[src/rtl/mem_arbiter.sv]
// Shares one fixed-latency SRAM port between instruction fetch and load/store.
// MEM wins ties; each access holds address/data stable for WAIT_CYCLES, then pulses ready.
//
//   state    | meaning
//   S_IDLE   | no access; picks MEM over IF when both are requesting
//   S_ACCESS | SRAM enabled with latched operands, counting wait cycles
//   S_DONE   | one-cycle ready pulse to the owner, SRAM disabled
module mem_arbiter #(
    parameter int WAIT_CYCLES = 4
) (
    input  logic        i_clk,
    input  logic        i_rst,
    input  logic        i_if_req,
    input  logic [31:0] i_if_addr,
    output logic [31:0] o_if_rdata,
    output logic        o_if_ready,
    input  logic        i_mem_rd_req,
    input  logic        i_mem_wr_req,
    input  logic [31:0] i_mem_addr,
    input  logic [31:0] i_mem_wdata,
    output logic [31:0] o_mem_rdata,
    output logic        o_mem_ready,
    output logic        o_freeze,
    output logic        o_sram_en,
    output logic        o_sram_we,
    output logic [31:0] o_sram_addr,
    output logic [31:0] o_sram_wdata,
    input  logic [31:0] i_sram_rdata
);

    typedef enum logic [1:0] {
        S_IDLE   = 2'd0,
        S_ACCESS = 2'd1,
        S_DONE   = 2'd2
    } state_t;

    localparam logic [3:0] LAST_CNT = 4'(WAIT_CYCLES - 1);

    state_t      r_state;
    state_t      w_state_nxt;
    logic        w_mem_req;
    logic        w_start_mem;
    logic        w_start_if;
    logic        w_last;

    logic        r_owner_mem;
    logic [3:0]  r_cnt;
    logic [31:0] r_addr;
    logic [31:0] r_wdata;
    logic        r_we;
    logic        r_en;
    logic [31:0] r_if_rdata;
    logic [31:0] r_mem_rdata;
    logic        r_if_ready;
    logic        r_mem_ready;

    // Simultaneous read and write requests resolve to a store
    assign w_mem_req = i_mem_rd_req | i_mem_wr_req;

    always_ff @(posedge i_clk) begin
        if (i_rst) begin
            r_state <= S_IDLE;
        end else begin
            r_state <= w_state_nxt;
        end
    end

    always_comb begin
        w_state_nxt = r_state;
        w_start_mem = 1'b0;
        w_start_if  = 1'b0;
        w_last      = 1'b0;
        case (r_state)
            S_IDLE: begin
                if (w_mem_req) begin
                    w_start_mem = 1'b1;
                    w_state_nxt = S_ACCESS;
                end else if (i_if_req) begin
                    w_start_if  = 1'b1;
                    w_state_nxt = S_ACCESS;
                end
            end
            S_ACCESS: begin
                if (r_cnt == LAST_CNT) begin
                    w_last      = 1'b1;
                    w_state_nxt = S_DONE;
                end
            end
            S_DONE:  w_state_nxt = S_IDLE;
            default: w_state_nxt = S_IDLE;
        endcase
    end

    always_ff @(posedge i_clk) begin
        if (i_rst) begin
            r_owner_mem <= 1'b0;
            r_cnt       <= 4'd0;
            r_addr      <= 32'd0;
            r_wdata     <= 32'd0;
            r_we        <= 1'b0;
            r_en        <= 1'b0;
            r_if_rdata  <= 32'd0;
            r_mem_rdata <= 32'd0;
            r_if_ready  <= 1'b0;
            r_mem_ready <= 1'b0;
        end else begin
            r_if_ready  <= 1'b0;
            r_mem_ready <= 1'b0;
            if (w_start_mem) begin
                r_owner_mem <= 1'b1;
                r_cnt       <= 4'd0;
                r_addr      <= i_mem_addr;
                r_wdata     <= i_mem_wdata;
                r_we        <= i_mem_wr_req;
                r_en        <= 1'b1;
            end else if (w_start_if) begin
                r_owner_mem <= 1'b0;
                r_cnt       <= 4'd0;
                r_addr      <= i_if_addr;
                r_we        <= 1'b0;
                r_en        <= 1'b1;
            end
            if (r_state == S_ACCESS) begin
                r_cnt <= r_cnt + 4'd1;
            end
            if (w_last) begin
                r_en <= 1'b0;
                r_we <= 1'b0;
                if (!r_we) begin
                    if (r_owner_mem) begin
                        r_mem_rdata <= i_sram_rdata;
                    end else begin
                        r_if_rdata <= i_sram_rdata;
                    end
                end
                if (r_owner_mem) begin
                    r_mem_ready <= 1'b1;
                end else begin
                    r_if_ready <= 1'b1;
                end
            end
        end
    end

    assign o_freeze     = (i_if_req & ~r_if_ready) | (w_mem_req & ~r_mem_ready);
    assign o_sram_en    = r_en;
    assign o_sram_we    = r_we;
    assign o_sram_addr  = r_addr;
    assign o_sram_wdata = r_wdata;
    assign o_if_rdata   = r_if_rdata;
    assign o_if_ready   = r_if_ready;
    assign o_mem_rdata  = r_mem_rdata;
    assign o_mem_ready  = r_mem_ready;

endmodule

[config.mk]
export PLATFORM = sky130hd
export DESIGN_NAME = mem_arbiter
export DESIGN_NICKNAME = d
export VERILOG_FILES = /design/src/rtl/mem_arbiter.sv
export SDC_FILE = /design/constraint.sdc
export NUM_CORES = 1
export LEC_CHECK = 0
export BUFFER_PORTS_ARGS = -buffer_cell sky130_fd_sc_hd__buf_2
export CELL_PAD_IN_SITES_DETAIL_PLACEMENT = 0
export CELL_PAD_IN_SITES_GLOBAL_PLACEMENT = 1
export CORE_MARGIN = 10
export CORE_UTILIZATION = 33
export DETAILED_ROUTE_END_ITERATION = 16
export PLACE_DENSITY = 0.82
export SYNTH_ARGS = -nofsm -noshare
export SYNTH_HDL_FRONTEND = slang
export SYNTH_SLANG_ARGS = --single-unit
[constraint.sdc]
create_clock -name i_clk -period 2 [get_ports i_clk]
set_input_delay 0.2 -clock i_clk [delete_from_list [all_inputs] [get_ports i_clk]]
set_output_delay 0.2 -clock i_clk [all_outputs]
set_load 0.02 [all_outputs]
Word-level counts from Yosys, hierarchy flattened
Cells that the tools add are included.

Flip-flop bits (word level): 139. Output and inout port bits: 133. Word-level logic and storage cells: 56.

Add/sub/neg operators: 1. Equal/unequal tests: 4. Mux-type cells: 23. Bitwise logic cells: 9. Reduce and logical (&&, ||, !) cells: 8.

Operator list (count): 32-bit two-way mux (2); 1-bit two-way mux (14); 4-bit two-way mux (3); 2-bit two-way mux (3); 3-bit AND reduction (2); 1-bit inverter (5); 4-bit by 1-bit adder with 4-bit output, second input constant (1); 4-bit by 2-bit == test with 1-bit output, second input constant (1); 2-bit one-hot mux with 2 select lines (1); 2-bit OR reduction (2); 3-bit inequality test, second input constant (1); 3-bit nonzero test (1); 1-bit AND (2); 2-bit by 1-bit == test with 1-bit output, second input constant (1); 2-bit logical NOT (1); 2-bit inequality test, second input constant (1); 1-bit bitwise OR (2); 2-bit AND reduction (1); 2-bit nonzero test (1).

Depth between registers and ports, before layout
Gate-level depths: netlist (run 1).

Depth after elaboration: 6. Gate-level depth with buffers: 6. Depth with buffers taken out: 4.

Least setup slack after synthesis (run 1)
OpenSTA, ideal clock, no wires.

Kind: register -> register. From: register r_cnt[0]. To: register r_if_rdata[10], in the netlist o_if_rdata[10]. Setup time: 0.072 ns. Arrival time: 1.681 ns. Required time: 1.928 ns. Path slack: 0.248 ns. Stages on the path, launching flop included: 6. Buffers on the path: 1. Period minus slack after synthesis: 1.752 ns. Cell sequence: dfxtp_1 -> ha_1 -> or3b_4 -> nor4_4 -> buf_6 -> mux2i_1.

Word-level cells in the longest chain between the ends: 4.

RTL lines: from (decl) (RTL line 47) `logic [3:0] r_cnt;`; from (signal assigned) (RTL line 124) `r_cnt <= r_cnt + 4'd1;`; 4-bit by 2-bit == test with 1-bit output (RTL line 84) `if (r_cnt == LAST_CNT) begin`; 1-bit two-way mux (RTL line 84); 1-bit two-way mux (RTL line 73) `case (r_state)`; 3-bit AND reduction (no source line); to (signal assigned) (RTL line 133) `r_if_rdata <= i_sram_rdata;`; to (decl) (RTL line 52) `logic [31:0] r_if_rdata;`.

Every way passes these cells. A chain may end at the register's enable or synchronous reset.

Worst setup path after layout (run 1)
From: register r_cnt[0]. To: register r_if_rdata[23], in the netlist o_if_rdata[23].

The elaborated chain is that of the path after synthesis.

==> metrics.md, run 1 <==
| Metric | Value |
|---|---|
| Via count | `5084` |
| Sw frac | `24.14%` |
| Die W | `147 um` |
| Number of synthesized register bits | `139` |
| Synth unique cells | `39` |
| Final Hold Fails | `0` |
| Pre-CTS WS | `0.1779 ns` |
| Flop pwr share | `40.1%` |
| Critical hold path startpoint | `i_if_addr[19]` |
| Nature of the critical path startpoint | `flop` |
| Synth Flop Type | `dfxtp_1` |
| Clock power share | `48.7%` |
| Reg2Reg Depth | `5` |
| Initial core utilization | `33.63%` |
| Postcts setup bufs | `0` |
| CP required | `2.35 ns` |
| CP Capture Type | `flop` |
| Average wire per standard cell | `16.90 um` |
| Largest net degree at the start of global routing | `98` |
| Final clock period utilization by the worst path | `91.50%` |
| DRT Pass-1 Iters | `4` |
| Outcome | `finished, final reports clean` |
| Fill cells | `1539` |
| Utilization after layout | `49.16%` |
| CTS tree | `yes` |
| Comb pwr share | `11.2%` |
| Seq. cell area | `2783 um2` |
| Leading area contributor after synthesis | `dfxtp_1` |
| Cell Area, Synth | `5323 um2` |
| Internal power | `5573 uW` |
| Maxcap violations | `0` |
| Slew of the pin with the lowest slew margin | `0.5771 ns` |
| Grt total ovfl | `0` |
| Post-synth EDFFs | `0` |
| Seq/Total Area, Yosys | `52.28%` |
| Bufs on Longest Clock Path | `2` |
| Resized cells post-CTS | `0` |
| H-tree depth | `4` |
| Setup WS post-layout | `0.1700 ns` |
| FF-to-FF setup slack | `0.17 ns` |
| Yosys warning count | `0` |
| # IOs | `266` |
| Hold crit path type | `in2reg` |
| Post-DP HPWL | `12540 um` |
| Syn Inst Count | `552` |
| Cells on Worst Hold Path | `2` |
| Final min period | `1.830 ns` |
| R2r endpoint | `o_if_rdata[23]$_SDFFE_PP0P_` |
| Die ar. | `21610 um2` |
| Multi-input logic area | `2321 um2` |
| Clock Latency Late Sink | `0.42 ns` |
| Highest-count cells in the layout ignoring fill and taps | `buf_2, dfxtp_1, nand2_1` |
| Remaining DRCs | `0` |
| Rel. slew slack | `61.53%` |
| CP Max Fanout | `32` |
| CP arrival | `2.18 ns` |
| Startpoint of the worst register-to-register path | `r_cnt[0]$_SDFFE_PP0P_` |
| Final Routed Wirelength | `17880 um` |
| Sw Pwr | `1773 uW` |
| Fraction of layout cells with a size suffix above 1 | `38.53%` |
| Net Count, Synth | `686` |
| Setup TNS | `0 ns` |
| Gr usage total | `16.04%` |
| Vias per cell | `4.805` |
| Die H | `147 um` |
| TritonCTS Buffers | `17` |
| RSZ-0062 raised after global routing | `false` |
| Post-synthesis area per instance | `9.642 um2` |
| LEAKAGE | `0.003890 uW` |
| Ranking of synthesized cells by area | `dfxtp_1, mux2i_1, nand2_1` |
| Fin nets | `962` |
| Sink Count | `139` |
| PD cells | `944.0 nW/um2` |
| Gpl congestion | `0.7626` |
| Final-report max-slew violation count | `0` |
| CP Class | `reg2reg` |
| Final Skew | `0.01019 ns` |
| Ys async rst share | `0%` |
| CTS Root Cell | `clkbuf_16` |
| Initial detailed-routing violation count | `307` |
| Commonest non-fill, non-tap cell in the layout | `buf_2` |
| Final antenna-violating net count | `0` |
| Max VDD drop | `0.0005549 V` |
| FP Rows | `46` |
| Setup violators final | `0` |
| Synth top area share | `52.28%` |
| CORE AREA | `15830 um2` |
| Clk pin slew, worst setup/hold paths | `0.06 ns` |
| Area Overhead vs Synth | `46.19%` |
| Vias in the first global route | `5266` |
| Hold Path Sink | `o_sram_addr[19]$_SDFFE_PP0P_` |
| Achievable frequency | `546.4 MHz` |
| Antenna violations before repair | `1` |
| Port bufs | `265` |
| Global-route wire length before repair | `28330 um` |
## kinds of logic (layout without fill, tap and decap cells)
family | count (synthesis) | in the layout | share of synthesized area, %
adder cells (fa/ha/maj) | 1 | 1 | 0.2350
AO/OA/AOI/OAI | 112 | 112 | 14.10
multiplexers | 64 | 64 | 12.04
buffers and inverters | 49 | 338 | 4.208
flip-flops | 139 | 139 | 52.28
other | 0 | 1 | 0
AND/OR/NAND/NOR | 187 | 187 | 17.14
## stage by stage
stage	cells	area, um2	hold WS, ns	power [uW]
4_1_cts	1057	7779	0.0001465	7430
6_report	1058	7781	0.01984	7346
3_5_place_dp	1002	6878	0.4258	3792
5_1_grt	1058	7781	0.006514	7637
3_3_place_gp	1002	6878	0.4217	3784
2_1_floorplan	552	5323	0.3378	3441
## registers in the layout, indices dropped and copies added (netlist names)
signal	count
o_sram_we	1
o_if_rdata	32
o_sram_wdata	32
o_if_ready	1
r_state	2
o_sram_en	1
r_cnt	4
o_mem_rdata	32
o_sram_addr	32
o_mem_ready	1
r_owner_mem	1
## Yosys cell counts (2+ instances only)
cell,count
a21oi_1,36
a221o_1,32
and3_1,32
buf_1,5
buf_2,14
buf_6,3
clkbuf_1,25
dfxtp_1,139
mux2i_1,64
nand2_1,100
nand3_1,33
nor2_1,4
nor3_1,4
nor3b_1,2
nor4_4,2
o21ai_0,34
## worst max-delay path, cell delays in order, from the launching register on
cell	delay [ns]
dfxtp_1	0.37
ha_1	0.19
or3b_4	0.40
nor4_4	0.27
buf_12	0.29
mux2i_1	0.22
## power groups by stage
stage	clock network, uW	logic, uW	registers (uW)
finish	3580	820	2940
floorplan	0	304	3140
detailed placement	0	788	3000
CTS	3660	825	2940
global placement	0	785	3000
global route	3790	892	2960
## area by class of cell
class	instances	share of cell area [%]
Antenna cell	1	0.03216
Clock buffer	18	5.515
Clock inverter	14	3.103
Inverter	2	0.09648
Multi-Input combinational cell	364	29.83
Sequential cell	139	35.76
Tap cell	216	3.473
Timing Repair Buffer	304	22.19
## layer usage
| layer | wire length [um] | share of wire, % | GRT usage (%) |
|---|---|---|---|
| met2 | 8641 | 48 | 27.42 |
| met3 | 1288 | 7.2 | 5.620 |
| met1 | 7446 | 42 | 17.62 |
| met5 | 0 | 0 | 0 |
| met4 | 501 | 2.8 | 7.037 |
## worst max path at each step
stage,start,end,slack (ns),cells past startpoint
2_1_floorplan,r_cnt[0]$_SDFFE_PP0P_,o_if_rdata[10]$_SDFFE_PP0P_,0.25,5
3_3_place_gp,r_cnt[0]$_SDFFE_PP0P_,o_if_rdata[23]$_SDFFE_PP0P_,0.23,5
3_5_place_dp,r_cnt[0]$_SDFFE_PP0P_,o_if_rdata[16]$_SDFFE_PP0P_,0.18,5
4_1_cts,r_cnt[0]$_SDFFE_PP0P_,o_if_rdata[23]$_SDFFE_PP0P_,0.17,5
5_1_grt,r_cnt[0]$_SDFFE_PP0P_,o_if_rdata[16]$_SDFFE_PP0P_,0.02,5
6_report,r_cnt[0]$_SDFFE_PP0P_,o_if_rdata[23]$_SDFFE_PP0P_,0.17,5
## repair_timing
item	in CTS	in global routing
hold buffers	23	0
hold endpoints to repair	23	0
endpoints found under the setup margin	0	0
(Power assumes the default switching activity.)
==> run 2, diff against run 1 <==
- BUFFER_PORTS_ARGS: -buffer_cell sky130_fd_sc_hd__buf_2 -> -buffer_cell sky130_fd_sc_hd__buf_4
- CORE_ASPECT_RATIO: unset -> 1.25
==> run 2 against run 1 <==
Count of clock-buffer cells in the layout rose by 2. Setup slack got worse by 0.018 ns. First-iteration DRC count up 0.65%. Non-clock buffer count is 1 higher. Routed wire length grew 5.0%. Die area up 0.14%. Fmax shrank 0.99%. Sequential power is essentially flat. Register-to-register slack got worse by 0.02 ns. Via count is 2.0% higher. Largest cell class unchanged.
==> metrics.md, run 2 (same netlist as run 1, synthesis figures left out) <==
| Metric | Value |
|---|---|
| Average wire per standard cell | `17.84 um (was 16.90 um)` |
| Die ar. | `21640 um2 (was 21610 um2)` |
| Sw frac | `23.78% (was 24.14%)` |
| Area Overhead vs Synth | `58.02% (was 46.19%)` |
| Rel. slew slack | `56.38% (was 61.53%)` |
| Gr usage total | `16.67% (was 16.04%)` |
| Setup TNS | `0 ns (unchanged)` |
| Antenna violations before repair | `0 (was 1)` |
| Port bufs | `265 (unchanged)` |
| Via count | `5185 (was 5084)` |
| Fin nets | `963 (was 962)` |
| Final Skew | `0.007123 ns (was 0.01019 ns)` |
| CP required | `2.34 ns (was 2.35 ns)` |
| Die W | `133.6 um (was 147 um)` |
| Final Hold Fails | `0 (unchanged)` |
| Final clock period utilization by the worst path | `92.42% (was 91.50%)` |
| CTS Root Cell | `clkbuf_16 (unchanged)` |
| Gpl congestion | `0.7811 (was 0.7626)` |
| Nature of the critical path startpoint | `flop (unchanged)` |
| Sink Count | `139 (unchanged)` |
| Post-Layout Cell Count | `1052 (was 1058)` |
| Commonest non-fill, non-tap cell in the layout | `buf_4 (was buf_2)` |
| Postcts setup bufs | `0 (unchanged)` |
| Bufs on Longest Clock Path | `2 (unchanged)` |
| PD cells | `862.8 nW/um2 (was 944.0 nW/um2)` |
| Flop pwr share | `40.7% (was 40.1%)` |
| Highest-count cells in the layout ignoring fill and taps | `buf_4, dfxtp_1, nand2_1 (was buf_2, dfxtp_1, nand2_1)` |
| Placed Cells | `997 (was 1002)` |
| Final Routed Wirelength | `18770 um (was 17880 um)` |
| Global-route wire length before repair | `28980 um (was 28330 um)` |
| CP arrival | `2.19 ns (was 2.18 ns)` |
| # IOs | `266 (unchanged)` |
| Buf/Inv on CP | `1 (unchanged)` |
| Outcome | `finished, final reports clean (unchanged)` |
| Hold crit path type | `in2reg (unchanged)` |
| CP Max Fanout | `32 (unchanged)` |
| Hold WS | `0.01941 ns (was 0.01984 ns)` |
| Clock Latency Late Sink | `0.42 ns (about the same)` |
| Grt total ovfl | `0 (unchanged)` |
| CP Class | `reg2reg (unchanged)` |
| Critical path's top delay family | `simple AND/OR/NAND/NOR gates (unchanged)` |
| Setup violators final | `0 (unchanged)` |
| Post-DP HPWL | `13950 um (was 12540 um)` |
| Final-report max-slew violation count | `0 (unchanged)` |
| DRT Pass-1 Iters | `5 (was 4)` |
| Slew of the pin with the lowest slew margin | `0.6508 ns (was 0.5771 ns)` |
| Die H | `162.0 um (was 147 um)` |
| Fraction of layout cells with a size suffix above 1 | `38.33% (was 38.53%)` |
| Vias in the first global route | `5370 (was 5266)` |
| Final antenna-violating net count | `0 (unchanged)` |
| Initial core utilization | `33.91% (was 33.63%)` |
| Vias per cell | `4.929 (was 4.805)` |
| Final min period | `1.848 ns (was 1.830 ns)` |
| Largest net degree at the start of global routing | `87 (was 98)` |
| CP Capture Type | `flop (unchanged)` |
| Sw Pwr | `1726 uW (was 1773 uW)` |
| Crit-path cells | `ha_1 > or3b_4 > nor4_4 > buf_12 > mux2i_1 (unchanged)` |
| Max VDD drop | `0.0005885 V (was 0.0005549 V)` |
| Resized cells post-CTS | `0 (unchanged)` |
| Internal power | `5531 uW (was 5573 uW)` |
| CTS tree | `yes (unchanged)` |
| Remaining DRCs | `0 (unchanged)` |
| Slowest cell delay on critical path | `0.40 ns (about the same)` |
| Comb pwr share | `13.1% (was 11.2%)` |
| LEAKAGE | `0.003993 uW (was 0.003890 uW)` |
| TritonCTS Buffers | `17 (unchanged)` |
| Clock power share | `46.2% (was 48.7%)` |
| Maxcap violations | `0 (unchanged)` |
| Fill cells | `1459 (was 1539)` |
| CORE AREA | `15700 um2 (was 15830 um2)` |
| FP Rows | `51 (was 46)` |
| Clk pin slew, worst setup/hold paths | `0.06 ns (about the same)` |
| # diodes | `0 (was 1)` |
| Crit-path slowest cell | `or3b_4 (unchanged)` |
| Initial detailed-routing violation count | `309 (was 307)` |
| H-tree depth | `4 (unchanged)` |
| Achievable frequency | `541.0 MHz (was 546.4 MHz)` |
| RSZ-0062 raised after global routing | `false (unchanged)` |
==> run 2: final timing paths <==
check	from	end	slack [ns]	cells after the start
setup / recovery	r_cnt[0]$_SDFFE_PP0P_	o_if_rdata[24]$_SDFFE_PP0P_	0.15	5
hold / removal	i_if_addr[22]	o_sram_addr[22]$_SDFFE_PP0P_	0.02	2
setup reg to reg	r_cnt[0]$_SDFFE_PP0P_	o_if_rdata[24]$_SDFFE_PP0P_	0.15	5
hold reg to reg	o_if_rdata[26]$_SDFFE_PP0P_	o_if_rdata[26]$_SDFFE_PP0P_	0.46	2
==> run 2: power by group through the flow <==
stage	combinational (uW)	sequential [uW]	clock, uW
finish	950	2960	3350
global placement	896	3010	0
floorplan	304	3140	0
global route	1030	2970	3540
CTS	955	2960	3430
detailed placement	913	3010	0
==> run 2: what timing repair did <==
item	CTS	global route
setup endpoints to repair	0	0
hold buffers	25	0
endpoints found under the hold margin	25	0
==> run 2: worst reg2reg max path: stages, from the launching register on <==
cell,delay [ns]
dfxtp_1,0.38
ha_1,0.19
or3b_4,0.40
nor4_4,0.27
buf_12,0.28
mux2i_1,0.25
==> run 2: cell type report <==
type                            count  area (um2)  share of cell area, %
Inverter                            2       7.507                0.08926
Sequential cell                   139        2783                  33.09
Clock inverter                     10       165.2                  1.964
Tap cell                          212       265.3                  3.154
Multi-Input combinational cell    364        2321                  27.60
Timing Repair Buffer              305        2402                  28.56
Clock buffer                       20       466.7                  5.549
==> run 2: metal layers <==
metal	up-vias	global-route usage, %	wire, um
li1	2526	-	-
met1	2452	16.69	6967
met2	164	30.19	9998
met3	43	5.093	1109
met4	0	8.920	696
met5	-	0	0
==> run 2: metrics by stage <==
step	total power (uW)	setup slack, ns	cell area, um2	utilization, %
after floorplan	3441	0.2475	5323	-
after global placement	3905	0.2185	7528	47.96
after detailed placement	3927	0.1772	7528	47.96
after CTS	7341	0.1684	8411	53.58
after global routing	7537	0.03115	8411	53.58
final	7256	0.1516	8411	53.58
